--- config.mk ---
export PLATFORM = sky130hd
export DESIGN_NAME = router_fsm_flat
export DESIGN_NICKNAME = d
export VERILOG_FILES = /design/src/rtl/router_pkg.sv /design/src/rtl/router_fsm_if.sv /design/src/rtl/router_fsm.sv /design/src/flat_wrapper.sv
export SDC_FILE = /design/constraint.sdc
export NUM_CORES = 1
export LEC_CHECK = 0
export BUFFER_PORTS_ARGS = -buffer_cell sky130_fd_sc_hd__buf_4
export CAP_MARGIN = 10
export CORE_AREA = 2 2 42 44
export DETAILED_ROUTE_END_ITERATION = 12
export DIE_AREA = 0 0 44 46
export PLACE_DENSITY = 0.78
export SYNTH_ARGS = -nofsm -noshare
export SYNTH_HDL_FRONTEND = slang
export SYNTH_SLANG_ARGS = --single-unit
export TNS_END_PERCENT = 20
--- constraint.sdc ---
create_clock -name clk -period 1.7 [get_ports clk]
set_clock_uncertainty 0.05 [all_clocks]
set_input_delay 0.085 -clock clk [delete_from_list [all_inputs] [get_ports clk]]
set_output_delay 0.085 -clock clk [all_outputs]
set_load 0.01 [all_outputs]
--- src/rtl/router_pkg.sv ---
// Shared types and constants for the packet-router control FSM.
package router_pkg;

    localparam int ADDR_W = 2;
    localparam logic [ADDR_W-1:0] ADDR_INVALID = 2'd3;

    localparam logic [2:0] ST_DECODE_ADDRESS     = 3'd0;
    localparam logic [2:0] ST_LOAD_FIRST_DATA    = 3'd1;
    localparam logic [2:0] ST_LOAD_DATA          = 3'd2;
    localparam logic [2:0] ST_LOAD_PARITY        = 3'd3;
    localparam logic [2:0] ST_FIFO_FULL_STATE    = 3'd4;
    localparam logic [2:0] ST_LOAD_AFTER_FULL    = 3'd5;
    localparam logic [2:0] ST_WAIT_TILL_EMPTY    = 3'd6;
    localparam logic [2:0] ST_CHECK_PARITY_ERROR = 3'd7;

    typedef enum logic [2:0] {
        DECODE_ADDRESS     = ST_DECODE_ADDRESS,
        LOAD_FIRST_DATA    = ST_LOAD_FIRST_DATA,
        LOAD_DATA          = ST_LOAD_DATA,
        LOAD_PARITY        = ST_LOAD_PARITY,
        FIFO_FULL_STATE    = ST_FIFO_FULL_STATE,
        LOAD_AFTER_FULL    = ST_LOAD_AFTER_FULL,
        WAIT_TILL_EMPTY    = ST_WAIT_TILL_EMPTY,
        CHECK_PARITY_ERROR = ST_CHECK_PARITY_ERROR
    } state_e;

    typedef struct packed {
        logic detect_add;
        logic lfd_state;
        logic ld_state;
        logic laf_state;
        logic full_state;
        logic rst_int_reg;
        logic write_enb_reg;
        logic busy;
    } strobes_t;

    // Moore decode of a state into its output strobes.
    function automatic strobes_t decode_state(state_e s);
        strobes_t o;
        o = '0;
        o.detect_add    = (s == DECODE_ADDRESS);
        o.lfd_state     = (s == LOAD_FIRST_DATA);
        o.ld_state      = (s == LOAD_DATA);
        o.laf_state     = (s == LOAD_AFTER_FULL);
        o.full_state    = (s == FIFO_FULL_STATE);
        o.rst_int_reg   = (s == CHECK_PARITY_ERROR);
        o.write_enb_reg = (s == LOAD_DATA) || (s == LOAD_PARITY) || (s == LOAD_AFTER_FULL);
        o.busy          = !((s == DECODE_ADDRESS) || (s == LOAD_DATA));
        return o;
    endfunction

endpackage

--- src/rtl/router_fsm_if.sv ---
// Control/status bundle between the router FSM and its FIFOs/register block.
interface router_fsm_if;

    logic                            pkt_valid;
    logic [router_pkg::ADDR_W-1:0]   data_in;
    logic                            fifo_full;
    logic                            fifo_empty_0;
    logic                            fifo_empty_1;
    logic                            fifo_empty_2;
    logic                            soft_rst_0;
    logic                            soft_rst_1;
    logic                            soft_rst_2;
    logic                            parity_done;
    logic                            low_pkt_valid;

    logic                            detect_add;
    logic                            lfd_state;
    logic                            ld_state;
    logic                            laf_state;
    logic                            full_state;
    logic                            rst_int_reg;
    logic                            write_enb_reg;
    logic                            busy;
    logic [router_pkg::ADDR_W-1:0]   addr_q;

    modport master (
        output pkt_valid, data_in, fifo_full, fifo_empty_0, fifo_empty_1, fifo_empty_2,
               soft_rst_0, soft_rst_1, soft_rst_2, parity_done, low_pkt_valid,
        input  detect_add, lfd_state, ld_state, laf_state, full_state, rst_int_reg,
               write_enb_reg, busy, addr_q
    );

    modport slave (
        input  pkt_valid, data_in, fifo_full, fifo_empty_0, fifo_empty_1, fifo_empty_2,
               soft_rst_0, soft_rst_1, soft_rst_2, parity_done, low_pkt_valid,
        output detect_add, lfd_state, ld_state, laf_state, full_state, rst_int_reg,
               write_enb_reg, busy, addr_q
    );

endinterface

--- src/rtl/router_fsm.sv ---
// Router control FSM: decodes the header address, sequences payload/parity
// loading, stalls on a full FIFO and waits for an occupied FIFO to drain.
module router_fsm
    import router_pkg::*;
(
    input logic       clk,
    input logic       rst,
    router_fsm_if.slave bus
);

    state_e              state_q, state_d;
    logic [ADDR_W-1:0]   addr_q, addr_d;
    strobes_t            out_q;
    logic                empty_hdr;
    logic                empty_sel;
    logic                soft_sel;

    function automatic logic pick3(logic [ADDR_W-1:0] a, logic b0, logic b1, logic b2);
        logic r;
        case (a)
            2'd0:    r = b0;
            2'd1:    r = b1;
            2'd2:    r = b2;
            default: r = 1'b0;
        endcase
        return r;
    endfunction

    always_comb begin
        empty_hdr = pick3(bus.data_in, bus.fifo_empty_0, bus.fifo_empty_1, bus.fifo_empty_2);
        empty_sel = pick3(addr_q, bus.fifo_empty_0, bus.fifo_empty_1, bus.fifo_empty_2);
        soft_sel  = pick3(addr_q, bus.soft_rst_0, bus.soft_rst_1, bus.soft_rst_2);

        addr_d = addr_q;
        if (state_q == DECODE_ADDRESS && bus.pkt_valid && bus.data_in != ADDR_INVALID)
            addr_d = bus.data_in;

        state_d = state_q;
        case (state_q)
            DECODE_ADDRESS:
                if (bus.pkt_valid && bus.data_in != ADDR_INVALID)
                    state_d = empty_hdr ? LOAD_FIRST_DATA : WAIT_TILL_EMPTY;
            LOAD_FIRST_DATA:
                state_d = LOAD_DATA;
            LOAD_DATA:
                if (bus.fifo_full)       state_d = FIFO_FULL_STATE;
                else if (!bus.pkt_valid) state_d = LOAD_PARITY;
            LOAD_PARITY:
                state_d = CHECK_PARITY_ERROR;
            CHECK_PARITY_ERROR:
                state_d = bus.fifo_full ? FIFO_FULL_STATE : DECODE_ADDRESS;
            FIFO_FULL_STATE:
                if (!bus.fifo_full) state_d = LOAD_AFTER_FULL;
            LOAD_AFTER_FULL:
                if (bus.parity_done)        state_d = DECODE_ADDRESS;
                else if (bus.low_pkt_valid) state_d = LOAD_PARITY;
                else                        state_d = LOAD_DATA;
            WAIT_TILL_EMPTY:
                if (empty_sel) state_d = LOAD_FIRST_DATA;
            default:
                state_d = DECODE_ADDRESS;
        endcase

        // Soft reset only counts for the FIFO this packet is routed to.
        if (soft_sel)
            state_d = DECODE_ADDRESS;
    end

    // Outputs are registered from the next state so they track state_q exactly.
    always_ff @(posedge clk) begin
        if (rst) begin
            state_q <= DECODE_ADDRESS;
            addr_q  <= '0;
            out_q   <= decode_state(DECODE_ADDRESS);
        end else begin
            state_q <= state_d;
            addr_q  <= addr_d;
            out_q   <= decode_state(state_d);
        end
    end

    assign bus.detect_add    = out_q.detect_add;
    assign bus.lfd_state     = out_q.lfd_state;
    assign bus.ld_state      = out_q.ld_state;
    assign bus.laf_state     = out_q.laf_state;
    assign bus.full_state    = out_q.full_state;
    assign bus.rst_int_reg   = out_q.rst_int_reg;
    assign bus.write_enb_reg = out_q.write_enb_reg;
    assign bus.busy          = out_q.busy;
    assign bus.addr_q        = addr_q;

endmodule

--- src/flat_wrapper.sv ---
// flat-port wrapper written by rule: the top's interface ports become plain ports
module router_fsm_flat import router_pkg::*;
  (clk, rst, bus_pkt_valid, bus_data_in, bus_fifo_full, bus_fifo_empty_0, bus_fifo_empty_1, bus_fifo_empty_2, bus_soft_rst_0, bus_soft_rst_1, bus_soft_rst_2, bus_parity_done, bus_low_pkt_valid, bus_detect_add, bus_lfd_state, bus_ld_state, bus_laf_state, bus_full_state, bus_rst_int_reg, bus_write_enb_reg, bus_busy, bus_addr_q);
  router_fsm_if bus_i ();
  input logic clk;
  input logic rst;
  input wire logic [$bits(bus_i.pkt_valid)-1:0] bus_pkt_valid;
  input wire logic [$bits(bus_i.data_in)-1:0] bus_data_in;
  input wire logic [$bits(bus_i.fifo_full)-1:0] bus_fifo_full;
  input wire logic [$bits(bus_i.fifo_empty_0)-1:0] bus_fifo_empty_0;
  input wire logic [$bits(bus_i.fifo_empty_1)-1:0] bus_fifo_empty_1;
  input wire logic [$bits(bus_i.fifo_empty_2)-1:0] bus_fifo_empty_2;
  input wire logic [$bits(bus_i.soft_rst_0)-1:0] bus_soft_rst_0;
  input wire logic [$bits(bus_i.soft_rst_1)-1:0] bus_soft_rst_1;
  input wire logic [$bits(bus_i.soft_rst_2)-1:0] bus_soft_rst_2;
  input wire logic [$bits(bus_i.parity_done)-1:0] bus_parity_done;
  input wire logic [$bits(bus_i.low_pkt_valid)-1:0] bus_low_pkt_valid;
  output wire logic [$bits(bus_i.detect_add)-1:0] bus_detect_add;
  output wire logic [$bits(bus_i.lfd_state)-1:0] bus_lfd_state;
  output wire logic [$bits(bus_i.ld_state)-1:0] bus_ld_state;
  output wire logic [$bits(bus_i.laf_state)-1:0] bus_laf_state;
  output wire logic [$bits(bus_i.full_state)-1:0] bus_full_state;
  output wire logic [$bits(bus_i.rst_int_reg)-1:0] bus_rst_int_reg;
  output wire logic [$bits(bus_i.write_enb_reg)-1:0] bus_write_enb_reg;
  output wire logic [$bits(bus_i.busy)-1:0] bus_busy;
  output wire logic [$bits(bus_i.addr_q)-1:0] bus_addr_q;
  assign bus_i.pkt_valid = bus_pkt_valid;
  assign bus_i.data_in = bus_data_in;
  assign bus_i.fifo_full = bus_fifo_full;
  assign bus_i.fifo_empty_0 = bus_fifo_empty_0;
  assign bus_i.fifo_empty_1 = bus_fifo_empty_1;
  assign bus_i.fifo_empty_2 = bus_fifo_empty_2;
  assign bus_i.soft_rst_0 = bus_soft_rst_0;
  assign bus_i.soft_rst_1 = bus_soft_rst_1;
  assign bus_i.soft_rst_2 = bus_soft_rst_2;
  assign bus_i.parity_done = bus_parity_done;
  assign bus_i.low_pkt_valid = bus_low_pkt_valid;
  assign bus_detect_add = bus_i.detect_add;
  assign bus_lfd_state = bus_i.lfd_state;
  assign bus_ld_state = bus_i.ld_state;
  assign bus_laf_state = bus_i.laf_state;
  assign bus_full_state = bus_i.full_state;
  assign bus_rst_int_reg = bus_i.rst_int_reg;
  assign bus_write_enb_reg = bus_i.write_enb_reg;
  assign bus_busy = bus_i.busy;
  assign bus_addr_q = bus_i.addr_q;
  router_fsm u_core (.clk(clk), .rst(rst), .bus(bus_i));
endmodule
==> results by stage, run 1 <==
Yosys:
- In the synthesized netlist the dominant register cell turns out to be sky130_fd_sc_hd__dfxtp_1.
- After synthesis the netlist holds a flip-flop and latch count of 13.
- The share of synthesized registers carrying an async set or reset is 0%.
- After synthesis, the mean cell area works out to 8.23 µm².
- The number of flops mapped to enable cells by yosys is 0.
- Synthesis instantiated 36 different standard cells from the library.
- In the synthesized netlist, the number of instances is 85.
- The count of warnings emitted by yosys is 0.
- The post-synth net total is 99.
- Sequential cells were found to cover 37.2% of the synthesized design area.
- The cell area after synthesis is 699 µm².

Power and ir drop:
- The power per cell area is 919 mW/mm².
- The worst vdd rail ir drop is 0.000664 V.
- For this design the static power due to leakage is 0.399 nW.

Place:
- Buffers placed on the I/O ports in this run total 23.
- The post-DP HPWL is 1.29 mm.
- After detailed placement, the total cell area comes to 910 µm².
- The post-placement cell count is 126.
- Routability-driven placement finished with a final weighted congestion of 0.782.
- The worst-case setup slack after placement is 87.3 ps.

Timing:
- The transition at the pin with the smallest max-transition slack is 413 ps.
- The post-route fraction of the period consumed by the critical path is 91.6%.
- The final count of negative-setup-slack endpoints is 0.
- The minimum period implied by the final worst setup slack is 1560 ps.
- The final number of max-transition violations was 0.
- The setup TNS is 0 ps.
- The maximum clock frequency is 0.642 GHz.
- The worst path meets setup with 143 ps of slack.
- In this run the tightest slew margin relative to its limit is 72.2%.
- Setup repair after global routing left no endpoint under its margin.
- The hold violation count in the final report is 0.

Routing:
- For this block, the initial DRC count from the detailed router was 7.
- Using the TritonRoute via totals, the vias-per-cell ratio works out to 5.44.
- The count of vias placed by the detailed router is 718.
- The total DRC errors in the routed layout is 0.
- The mean routed wirelength per cell is 12.3 µm.
- The first detailed-routing pass took 4 iterations.
- The count of nets left with antenna violations once routing finished came out at 0.
- The final wirelength is 1.62 mm.

Worst setup path:
- The worst setup path is of the flop to flop kind.
- Of all nets on the critical path, the largest fanout is 13.
- The worst setup path is captured at a flop.
- The endpoint required time on the critical path is 1870 ps.
- STA puts the critical path data arrival time at 1730 ps.
- The worst register-to-register path begins at u_core.state_q[1].
- In this design, the largest share of critical-path delay is due to simple AND/OR/NAND/NOR gates.
- In this design, the stage delay of the slowest critical-path cell is 400 ps.
- For the worst flop-to-flop path, the logic depth is 5.
- The worst register-to-register path ends at u_core.bus.rst_int_reg.
- Together, buffers and inverters on the worst path number 0.
- The startpoint kind of the worst setup timing path is a flop.
- The reg2reg setup slack is 140 ps.
- Walking the worst path, the cells encountered are or3b_1 > o32a_1 > o211ai_1 > and2_1 > and3_1.
- The standard cell with the maximum stage delay on the critical path is sky130_fd_sc_hd__or3b_1.

CTS:
- The longest clock path from root to sink contains 2 buffers.
- Counting every sink on the clock net gives 13.
- Clock tree synthesis selected as its root buffer the cell sky130_fd_sc_hd__clkbuf_4.
- The clock-pin slew on the worst setup and hold paths is 80 ps.
- The clock latency reported for the late side of the worst-skew pair is 280 ps.
- The CTS tree is yes.
- The number of levels the H-tree was split into is 1.
- The total CTS buffers is 3.

Global routing:
- For this run, the total global-route usage over all layers was measured as 18.9%.
- For this run, global-route usage on met1 was measured as 19.8%.
- The global route total overflow is 0.
- The global-route wire length before repair is 2.76 mm.
- For met2 alone, demand over resource in global routing was 35.9%.
- The most congested layer reported by global routing is met2.
- The number of antenna violations at the first check in global routing is 0.
- The pin count of the biggest net entering global routing is 14.
- For this run, global-route usage on met3 was measured as 4.76%.
- The via count of the first global-routing pass is 675.

Cells and area:
- The number of antenna diodes in the final layout is 0.
- In the final layout, the registers with the most flip-flops are u_core.state_q (3), u_core.bus.addr_q (2).
- The final cell area excluding filler cells is 961 µm².
- Summing all flip-flop and latch instances after layout gives 263 µm².
- The area overhead of the layout relative to synthesis is 37.4%.
- Summing all multi-input logic gate instances after layout gives 419 µm².
- The largest register by flop count is u_core.state_q.
- The fill cell total of the finished layout is 155.
- At the end of the flow, the number of nets in the layout was 130.
- The count of cells in the finished layout, fillers not included, comes to 132.
- The number of flip-flops in the largest register is 3.
- In the final layout, the share of cells above drive strength 1 is 33.9%.

Floorplanning:
- The floorplan die height is 46 µm.
- The die is 44 µm wide.
- The number of core rows is 15.
- The area of the die is 0.00202 mm².
- The I/O pin total is 24.
- The initial core utilization is 43.3%.
- After floorplanning, the core was sized to cover 0.00161 mm².

Job:
- The tool flagged a number of max-cap violations equal to 0.

Hold path:
- In this run the worst hold path is classified as input port to flop.
- The hold path startpoint is bus_pkt_valid.
- The number of cells on the worst hold path is 3.
- The worst hold endpoint is u_core.bus.addr_q[1].

Outcome:
- The run finished with clean final reports.
cells by family after synthesis:
logic type / after synthesis / share of synthesized area (%)
flops: 13 / 37.2
simple gates: 41 / 33.8
compound gates: 22 / 20.4
buf+inv: 6 / 3.58
mux: 3 / 5.01
where the power goes:
part	leakage, nW	internal (mW)	total (mW)	switching, mW
sequential	0.107	0.339	0.370	0.0307
combinational	0.277	0.166	0.324	0.158
clock	0.0150	0.0909	0.190	0.0988
total	0.399	0.596	0.883	0.288
timing repair:
item	4_1_cts	5_1_grt
buffers inserted	0	1
hold buffers	1	0
gates resized for setup	0	3
endpoints found under the setup margin	0	9
hold endpoints to repair	4	0
per-stage QoR:
| step | total power [mW] | hold slack (ps) | utilization, % |
|---|---|---|---|
| finish | 0.883 | 133 | 59.5 |
| global route | 0.939 | 139 | 59.5 |
| CTS | 0.879 | 127 | 58.6 |
| detailed placement | 0.687 | 270 | 56.4 |
| global placement | 0.681 | 273 | 56.4 |
| floorplan | 0.561 | 107 | - |
final cells by class:
cell class                 instances  area share (%)
sequential                        13            27.3
timing repair buffer              29            22.9
multi-input combinational         66            43.6
tap                               17            2.21
inverter                           3            1.17
clock buffer                       4            2.73
cells in the final DEF, fill, tap and decap left out, types with 2 or more instances in the layout:
cell                        n
sky130_fd_sc_hd__a21oi_1    6
sky130_fd_sc_hd__nand3b_1   2
sky130_fd_sc_hd__inv_1      3
sky130_fd_sc_hd__buf_4     28
sky130_fd_sc_hd__nor2b_1    4
sky130_fd_sc_hd__o21ai_0    3
sky130_fd_sc_hd__nor2_1     9
sky130_fd_sc_hd__clkbuf_4   3
sky130_fd_sc_hd__o21bai_1   2
sky130_fd_sc_hd__dfxtp_2    2
sky130_fd_sc_hd__nor3_1     4
sky130_fd_sc_hd__mux2i_1    2
sky130_fd_sc_hd__nand2_1    9
sky130_fd_sc_hd__dfxtp_1   11
sky130_fd_sc_hd__o21ai_1    3
worst max path at each step:
stage          cells after the start         startpoint  slack, ps                      to
6_report                           5  u_core.state_q[1]        140  u_core.bus.rst_int_reg
4_1_cts                            5  u_core.state_q[1]         80  u_core.bus.rst_int_reg
3_3_place_gp                       5  u_core.state_q[1]        120  u_core.bus.rst_int_reg
2_1_floorplan                      6  u_core.state_q[0]        190  u_core.bus.rst_int_reg
5_1_grt                            5  u_core.state_q[1]         10    u_core.bus.lfd_state
3_5_place_dp                       5  u_core.state_q[1]         90  u_core.bus.rst_int_reg
synth_stat cells, types with 2 or more instances:
master / number / area, µm²
sky130_fd_sc_hd__mux2i_1: 2 / 20.0
sky130_fd_sc_hd__buf_2: 2 / 10.0
sky130_fd_sc_hd__o21ai_1: 3 / 15.0
sky130_fd_sc_hd__inv_1: 3 / 11.3
sky130_fd_sc_hd__dfxtp_1: 13 / 260
sky130_fd_sc_hd__nor2b_1: 4 / 25.0
sky130_fd_sc_hd__nor3_1: 4 / 20.0
sky130_fd_sc_hd__o21ai_0: 3 / 15.0
sky130_fd_sc_hd__nor2_1: 9 / 33.8
sky130_fd_sc_hd__nand3b_1: 2 / 15.0
sky130_fd_sc_hd__nand2_1: 9 / 33.8
sky130_fd_sc_hd__o21bai_1: 2 / 15.0
sky130_fd_sc_hd__a21oi_1: 6 / 30.0
metal layers:
layer / part of all wire [%] / vias to the layer above
met5: 0 / -
met4: 0.49 / 0
met3: 5.9 / 2
met2: 52 / 23
met1: 41 / 329
li1: - / 364
worst reg2reg max path, stage by stage, from the launching register on:
cell and delay, ps:
sky130_fd_sc_hd__dfxtp_2 380, sky130_fd_sc_hd__or3b_1 400, sky130_fd_sc_hd__o32a_1 170, sky130_fd_sc_hd__o211ai_1 110, sky130_fd_sc_hd__and2_1 230, sky130_fd_sc_hd__and3_1 160
(Power assumes the default switching activity.)
==> inputs of run 2 (changes only) <==
- CTS_BUF_LIST: not set -> sky130_fd_sc_hd__clkbuf_16
==> run 2 against run 1 <==
  * Global-route usage down 0.17 points
  * Critical path depth unchanged
  * Worst setup slack worse by 32 ps
  * Final area up 3.3%
  * Sequential share of layout area down 0.99 points
  * Via count down 0.70%
  * Utilization up 1.9 points
  * Routed wire length down 0.80%
  * Clock power up 130%
  * Flip-flop and latch count unchanged
  * Non-clock buffer count down 2
  * Count of clock-buffer cells in the layout down 1
==> results by stage, run 2 (synthesis results as in run 1) <==
Hold path:
- The number of cells on the worst hold path is 2 (-1).
- In this run the most critical hold path is launched from rst.
- The worst min-delay path category is input port to flop.
- The path with the worst hold slack has its endpoint at u_core.state_q[0].

Cells and area:
- The number of flip-flops in the largest register is 3 (unchanged).
- The top cell types in the final layout, fill and taps aside, are sky130_fd_sc_hd__buf_4 (27), sky130_fd_sc_hd__dfxtp_1 (12), sky130_fd_sc_hd__nor2_1 (9), sky130_fd_sc_hd__nand2_1 (8), sky130_fd_sc_hd__a21oi_1 (6).
- The final cell area excluding filler cells is 992 µm² (+3.3%).
- The final instance count without filler cells is 130 (-1.5%).
- The count of inserted antenna diode cells came to 0 (unchanged).
- The final net count is 128 (-1.5%).
- The layout cell share with drive strength beyond 1 was 32.7% (-1.2 points).
- The final core utilization is 61.5% (+1.9 points).
- The fill cell total of the finished layout is 145 (-6.5%).
- The area of the multi-input gates came to 417 µm² (-0.60%).
- The area of all sequential standard cells is 262 µm² (-0.48%).
- The largest registers in the layout are u_core.state_q (3), u_core.bus.addr_q (2).
- The most frequent standard cell in the layout excluding fill and tap cells is sky130_fd_sc_hd__buf_4.
- The area overhead of the layout relative to synthesis is 41.9%.
- Ranked by flip-flop count, first place goes to u_core.state_q.

CTS:
- The clock-pin slew on the worst setup and hold paths is 50 ps (-30 ps).
- The total CTS buffers is 3 (unchanged).
- The number of sinks driven by the clock tree is 13 (unchanged).
- The number of levels the H-tree was split into is 1 (unchanged).
- TritonCTS built the clock tree.
- The largest buffer count on any clock path is 2 (unchanged).
- The post-CTS setup buffer count is 0 (unchanged).
- The clock latency reported for the late side of the worst-skew pair is 240 ps (-40 ps).
- The root buffer cell is sky130_fd_sc_hd__clkbuf_16.

Routing:
- The final wirelength is 1.61 mm (-0.80%).
- The vias per cell is 5.48 (+0.83%).
- The mean routed wirelength per cell is 12.4 µm (+0.72%).
- The number of antenna-violating nets in the routed design was 0 (unchanged).
- The count of vias placed by the detailed router is 713 (-0.70%).
- The count of routing violations after the opening detailed-route iteration was 7 (unchanged).
- The total DRC errors in the routed layout was 0 (unchanged).
- The first-pass detailed-route iteration total is 4 (unchanged).

Worst setup path:
- The endpoint required time on the critical path was 1830 ps (-40 ps).
- The worst endpoint data arrival time is 1720 ps (about the same).
- The class of the most critical setup path is flop to flop.
- The worst setup path is launched from a flop.
- The path depth of the worst reg2reg path is 5 (unchanged).
- The largest driver fanout on the critical path is 6 (-7).
- The end of the worst register-to-register path is u_core.bus.rst_int_reg.
- STA classifies the critical path endpoint as a flop.
- The startpoint of the most critical register-to-register path is u_core.state_q[0].
- The reg2reg setup slack was 110 ps (-30 ps).

Timing:
- The post-route fraction of the period consumed by the critical path is 93.5% (+1.9 points).
- The setup TNS is 0 ps (unchanged).
- Setup repair after global routing left no endpoint under its margin.
- The minimum period implied by the final worst setup slack is 1590 ps (+31.8 ps).
- The relative slew slack was 72.3% (about the same).
- The maximum clock frequency is 0.629 GHz (-2.0%).
- The transition at the pin with the smallest max-transition slack is 412 ps (-0.539 ps).
- The final setup slack of the worst path is 111 ps (-31.8 ps).
- The final count of negative-setup-slack endpoints is 0 (unchanged).
- The final number of max-transition violations is 0 (unchanged).
- The hold violation count in the final report is 0 (unchanged).
- The worst hold margin was 23.4 ps (-110 ps).

Floorplanning:
- The area of the die is 0.00202 mm² (unchanged).
- The I/O pin total is 24 (unchanged).
- The area of the placeable core is 0.00161 mm² (unchanged).
- The floorplan die height was 46 µm (unchanged).
- The number of core rows was 15 (unchanged).
- The horizontal die dimension is 44 µm (unchanged).
- The initial core utilization was 43.3% (unchanged).

Power and ir drop:
- The share of total power in the clock network is 38.6% (+17 points).
- The worst vdd rail ir drop is 0.000747 V (+13%).
- The power per cell area came to 1130 mW/mm² (+23%).
- The combinational fraction of design power is 28.3% (-8.4 points).
- The switching share of power was 27.7% (-4.9 points).
- The internal cell power is 0.810 mW (+36%).
- The total design power was 1.12 mW (+27%).
- The switching component of the power came to 0.311 mW (+7.9%).
- The leakage power is 0.415 nW (+4.2%).
- The relative contribution of sequential cells to total power is 33.1% (-8.7 points).

Place:
- The final weighted congestion in routability-driven placement was 0.782 (unchanged).
- The post-DP HPWL came to 1.29 mm (unchanged).
- The area of placed instances is 910 µm² (unchanged).
- The worst-case setup slack after placement is 87.3 ps (unchanged).
- The post-placement cell count is 126 (unchanged).
- The number of buffers inserted by port buffering is 23 (unchanged).

Global routing:
- The global router's overall resource usage is 18.7% (-0.17 points).
- The number of antenna violations at the first check in global routing came to 0 (unchanged).
- The global-route wire length before repair is 2.74 mm (-0.76%).
- The via count of the first global-routing pass is 655 (-3.0%).
- The global route total overflow was 0 (unchanged).
- The pin count of the biggest net entering global routing came to 14 (unchanged).

Job:
- The reported max-cap violation count is 0 (unchanged).

Outcome:
- The flow ran to the end, and the final reports show no timing, DRC or antenna violations.
==> run 2: worst max path at each step <==
stage                                 start                      to  depth (start not counted)
final                     u_core.state_q[0]  u_core.bus.rst_int_reg                          5
after global routing      u_core.state_q[0]  u_core.bus.rst_int_reg                          5
after CTS                 u_core.state_q[1]  u_core.bus.rst_int_reg                          5
after detailed placement  u_core.state_q[1]  u_core.bus.rst_int_reg                          5
after global placement    u_core.state_q[1]  u_core.bus.rst_int_reg                          5
after floorplan           u_core.state_q[0]  u_core.bus.rst_int_reg                          6
==> run 2: worst max-delay path, stage by stage, from the launching register on <==
cell	delay, ps
sky130_fd_sc_hd__dfxtp_1	400
sky130_fd_sc_hd__or3b_1	380
sky130_fd_sc_hd__o32a_1	170
sky130_fd_sc_hd__o211ai_1	130
sky130_fd_sc_hd__and2_1	240
sky130_fd_sc_hd__and3_1	160
==> run 2: layer usage <==
layer | track usage (%) | share of wire, % | wire (µm) | up-vias
li1 | - | - | - | 362
met1 | 20.0 | 42 | 668 | 322
met2 | 35.0 | 51 | 820 | 24
met3 | 4.76 | 6.0 | 97 | 5
met4 | 7.27 | 1.4 | 22 | 0
met5 | 0 | 0 | 0 | -
==> run 2: cell type report <==
cell class	instances	share of cell area [%]
multi-input combinational	66	42.0
sequential	13	26.4
timing repair buffer	27	20.4
clock buffer	3	7.57
tap	17	2.14
inverter	3	1.13
clock inverter	1	0.378
==> run 2: power by group through the flow <==
stage	clock (mW)	sequential, mW	combinational (mW)
6_report	0.433	0.371	0.317
5_1_grt	0.449	0.375	0.351
4_1_cts	0.441	0.369	0.314
3_5_place_dp	0	0.374	0.313
3_3_place_gp	0	0.374	0.308
2_1_floorplan	0	0.374	0.186
==> run 2: what timing repair did <==
| action | CTS | global route |
|---|---|---|
| resized for setup | 0 | 2 |
| hold buffers | 0 | 0 |
| endpoints found under the setup margin | 0 | 9 |
==> inputs of run 3 (changes only) <==
==> constraint.sdc (replaced) <==
create_clock -name clk -period 1.7 [get_ports clk]
set_clock_uncertainty 0.05 [all_clocks]
set_input_delay 0.255 -clock clk [delete_from_list [all_inputs] [get_ports clk]]
set_output_delay 0.255 -clock clk [all_outputs]
set_load 0.01 [all_outputs]
==> run 3 against run 2 <==
  * Routed wire length up 3.2%
  * Die area stayed put
  * First-iteration DRC count rose by 43%
  * Final area grew 1.0%
  * Sequential share of layout area about the same
  * Via count is 0.42% higher
  * Cell count grew 0.77%
  * Flip-flop and latch count unchanged
  * Global-route usage decreased by 0.74 points
  * Critical path depth is the same
  * Largest power group unchanged
==> results by stage, run 3 (synthesis results as in run 1) <==
Outcome:
- The flow ran to the end, and the final reports show no timing, DRC or antenna violations.

Worst setup path:
- The path depth of the worst reg2reg path is 5 (unchanged).
- The end of the worst register-to-register path is u_core.bus.rst_int_reg.
- The worst endpoint data arrival time was 1670 ps (-50 ps).
- The largest driver fanout on the critical path came to 9 (+3).
- The reg2reg setup slack is 120 ps (about the same).
- The endpoint kind of the worst setup timing path is a flop.
- The worst setup path is launched from a flop.
- The class of the most critical setup path is flop to flop.
- The endpoint required time on the critical path came to 1780 ps (-50 ps).
- The startpoint of the most critical register-to-register path is u_core.state_q[2].

Floorplanning:
- The area of the die is 0.00202 mm² (unchanged).
- The floorplan die height is 46 µm (unchanged).
- The number of core rows is 15 (unchanged).
- The area of the placeable core was 0.00161 mm² (unchanged).
- The initial core utilization was 43.3% (unchanged).
- The I/O pin total is 24 (unchanged).
- The horizontal die dimension is 44 µm (unchanged).

Routing:
- The vias per cell came to 5.47 (-0.35%).
- The first-pass detailed-route iteration total is 4 (unchanged).
- The mean routed wirelength per cell is 12.7 µm (+2.4%).
- The total DRC errors in the routed layout is 0 (unchanged).
- The count of vias placed by the detailed router was 716 (+0.42%).
- The count of routing violations after the opening detailed-route iteration is 10 (+3).
- The final wirelength came to 1.66 mm (+3.2%).
- The number of antenna-violating nets in the routed design came to 0 (unchanged).

Timing:
- The hold violation count in the final report is 0 (unchanged).
- The minimum period implied by the final worst setup slack is 1580 ps (-5.11 ps).
- The maximum clock frequency was 0.631 GHz (+0.32%).
- The relative slew slack was 74.2% (+1.9 points).
- The final number of max-transition violations is 0 (unchanged).
- Setup repair after global routing left no endpoint under its margin.
- The final count of negative-setup-slack endpoints came to 0 (unchanged).
- The transition at the pin with the smallest max-transition slack is 383 ps (-28.6 ps).
- The setup TNS is 0 ps (unchanged).
- The post-route fraction of the period consumed by the critical path is 93.2% (-0.30 points).
- The worst hold margin is 184 ps (+160 ps).

CTS:
- The number of levels the H-tree was split into is 1 (unchanged).
- The clock-pin slew on the worst setup and hold paths is 40 ps (about the same).
- The number of sinks driven by the clock tree is 13 (unchanged).
- The clock latency reported for the late side of the worst-skew pair is 240 ps (about the same).
- The total CTS buffers is 3 (unchanged).
- The cell sitting at the root of the clock tree is a sky130_fd_sc_hd__clkbuf_16.
- TritonCTS built the clock tree.
- The largest buffer count on any clock path is 2 (unchanged).
- The number of hold-repair buffers added at the cts stage came to 0 (unchanged).

Place:
- The number of buffers inserted by port buffering is 23 (unchanged).
- The final weighted congestion in routability-driven placement is 0.777 (-0.69%).
- The post-DP HPWL is 1.22 mm (-5.9%).

Cells and area:
- The area of all sequential standard cells is 264 µm² (+0.96%).
- In the final layout, the registers with the most flip-flops are u_core.state_q (3), u_core.bus.addr_q (2).
- The count of inserted antenna diode cells is 0 (unchanged).
- The area growth from synthesis to layout is 43.3%.
- The layout cell share with drive strength beyond 1 came to 35.1% (+2.3 points).
- The final net count is 129 (+0.78%).
- The area of the multi-input gates is 417 µm² (unchanged).
- The fill cell total of the finished layout is 147 (+1.4%).
- The final core utilization is 62.1% (+0.62 points).
- The register with the most flip-flops in the final layout is u_core.state_q.
- The most frequent standard cell in the layout excluding fill and tap cells is sky130_fd_sc_hd__buf_4.
- Leaving out fill and tap cells, the most frequent cells in the layout are sky130_fd_sc_hd__buf_4 (28), sky130_fd_sc_hd__dfxtp_1 (10), sky130_fd_sc_hd__nand2_1 (9), sky130_fd_sc_hd__nor2_1 (9), sky130_fd_sc_hd__a21oi_1 (6).
- The number of flip-flops in the largest register came to 3 (unchanged).

Global routing:
- The global route total overflow is 0 (unchanged).
- The global-route wire length before repair is 2.59 mm (-5.3%).
- The global router's overall resource usage was 18.0% (-0.74 points).
- The number of antenna violations at the first check in global routing is 0 (unchanged).
- The pin count of the biggest net entering global routing was 14 (unchanged).
- The via count of the first global-routing pass is 620 (-5.3%).

Power and ir drop:
- The total design power came to 1.12 mW (-0.29%).
- The leakage power came to 0.424 nW (+2.0%).
- The power per cell area is 1110 mW/mm² (-1.3%).
- The worst vdd rail ir drop is 0.000580 V (-22%).

Hold path:
- The number of cells on the worst hold path was 2 (unchanged).
- The path with the worst hold slack has its endpoint at u_core.state_q[0].
- The worst hold path begins at rst.
- The path class of the tightest hold or removal check is input port to flop.

Job:
- The reported max-cap violation count was 0 (unchanged).
[run 3: cell count changes in the layout (fill, tap and decap cells not counted), sizes merged]
| cell | delta |
|---|---|
| buf | +1 |
[run 3: worst max path at each step]
stage / start / end / slack [ps]
final: u_core.state_q[2] / u_core.bus.rst_int_reg / 120
after global routing: u_core.bus.addr_q[1] / u_core.bus.rst_int_reg / 20
after CTS: u_core.state_q[0] / u_core.bus.rst_int_reg / 30
after detailed placement: u_core.state_q[0] / u_core.bus.rst_int_reg / 60
after global placement: u_core.state_q[0] / u_core.bus.rst_int_reg / 80
after floorplan: u_core.state_q[0] / u_core.bus.rst_int_reg / 190
[run 3: layer usage]
| metal | up-vias | part of all wire (%) | GRT usage [%] |
|---|---|---|---|
| li1 | 360 | - | - |
| met1 | 333 | 44 | 20.0 |
| met2 | 21 | 49 | 31.5 |
| met3 | 2 | 6.0 | 5.95 |
| met4 | 0 | 0.48 | 7.27 |
| met5 | - | 0 | 0 |
[run 3: report_power, final]
part / leakage [nW] / switching, mW / internal (mW)
clock network: 0.0423 / 0.120 / 0.309
registers: 0.107 / 0.0381 / 0.341
logic: 0.274 / 0.147 / 0.161
total: 0.424 / 0.306 / 0.811
[run 3: stage by stage]
step | setup WS (ps) | instances | cell area, µm²
finish | 116 | 131 | 1000
global placement | 76.7 | 127 | 917
detailed placement | 60.7 | 127 | 917
floorplan | 187 | 85 | 699
CTS | 32.5 | 131 | 996
global route | 23.2 | 131 | 1000
[run 3: cell type report]
class | instances | area share [%]
inverter | 3 | 1.12
timing repair buffer | 28 | 21.0
tap | 17 | 2.12
clock buffer | 3 | 7.49
multi-input combinational | 66 | 41.6
clock inverter | 1 | 0.375
sequential | 13 | 26.3
[run 3: critical path, cell delays in order, from the launching register on]
cell and delay, ps:
sky130_fd_sc_hd__dfxtp_1 390, sky130_fd_sc_hd__nor3_1 350, sky130_fd_sc_hd__o221a_1 280, sky130_fd_sc_hd__nor3_2 60, sky130_fd_sc_hd__nor3b_4 170, sky130_fd_sc_hd__and3_1 180
[run 3: what timing repair did]
action	CTS	global route
resized for setup	0	4
buffers inserted	0	0
setup endpoints to repair	0	7
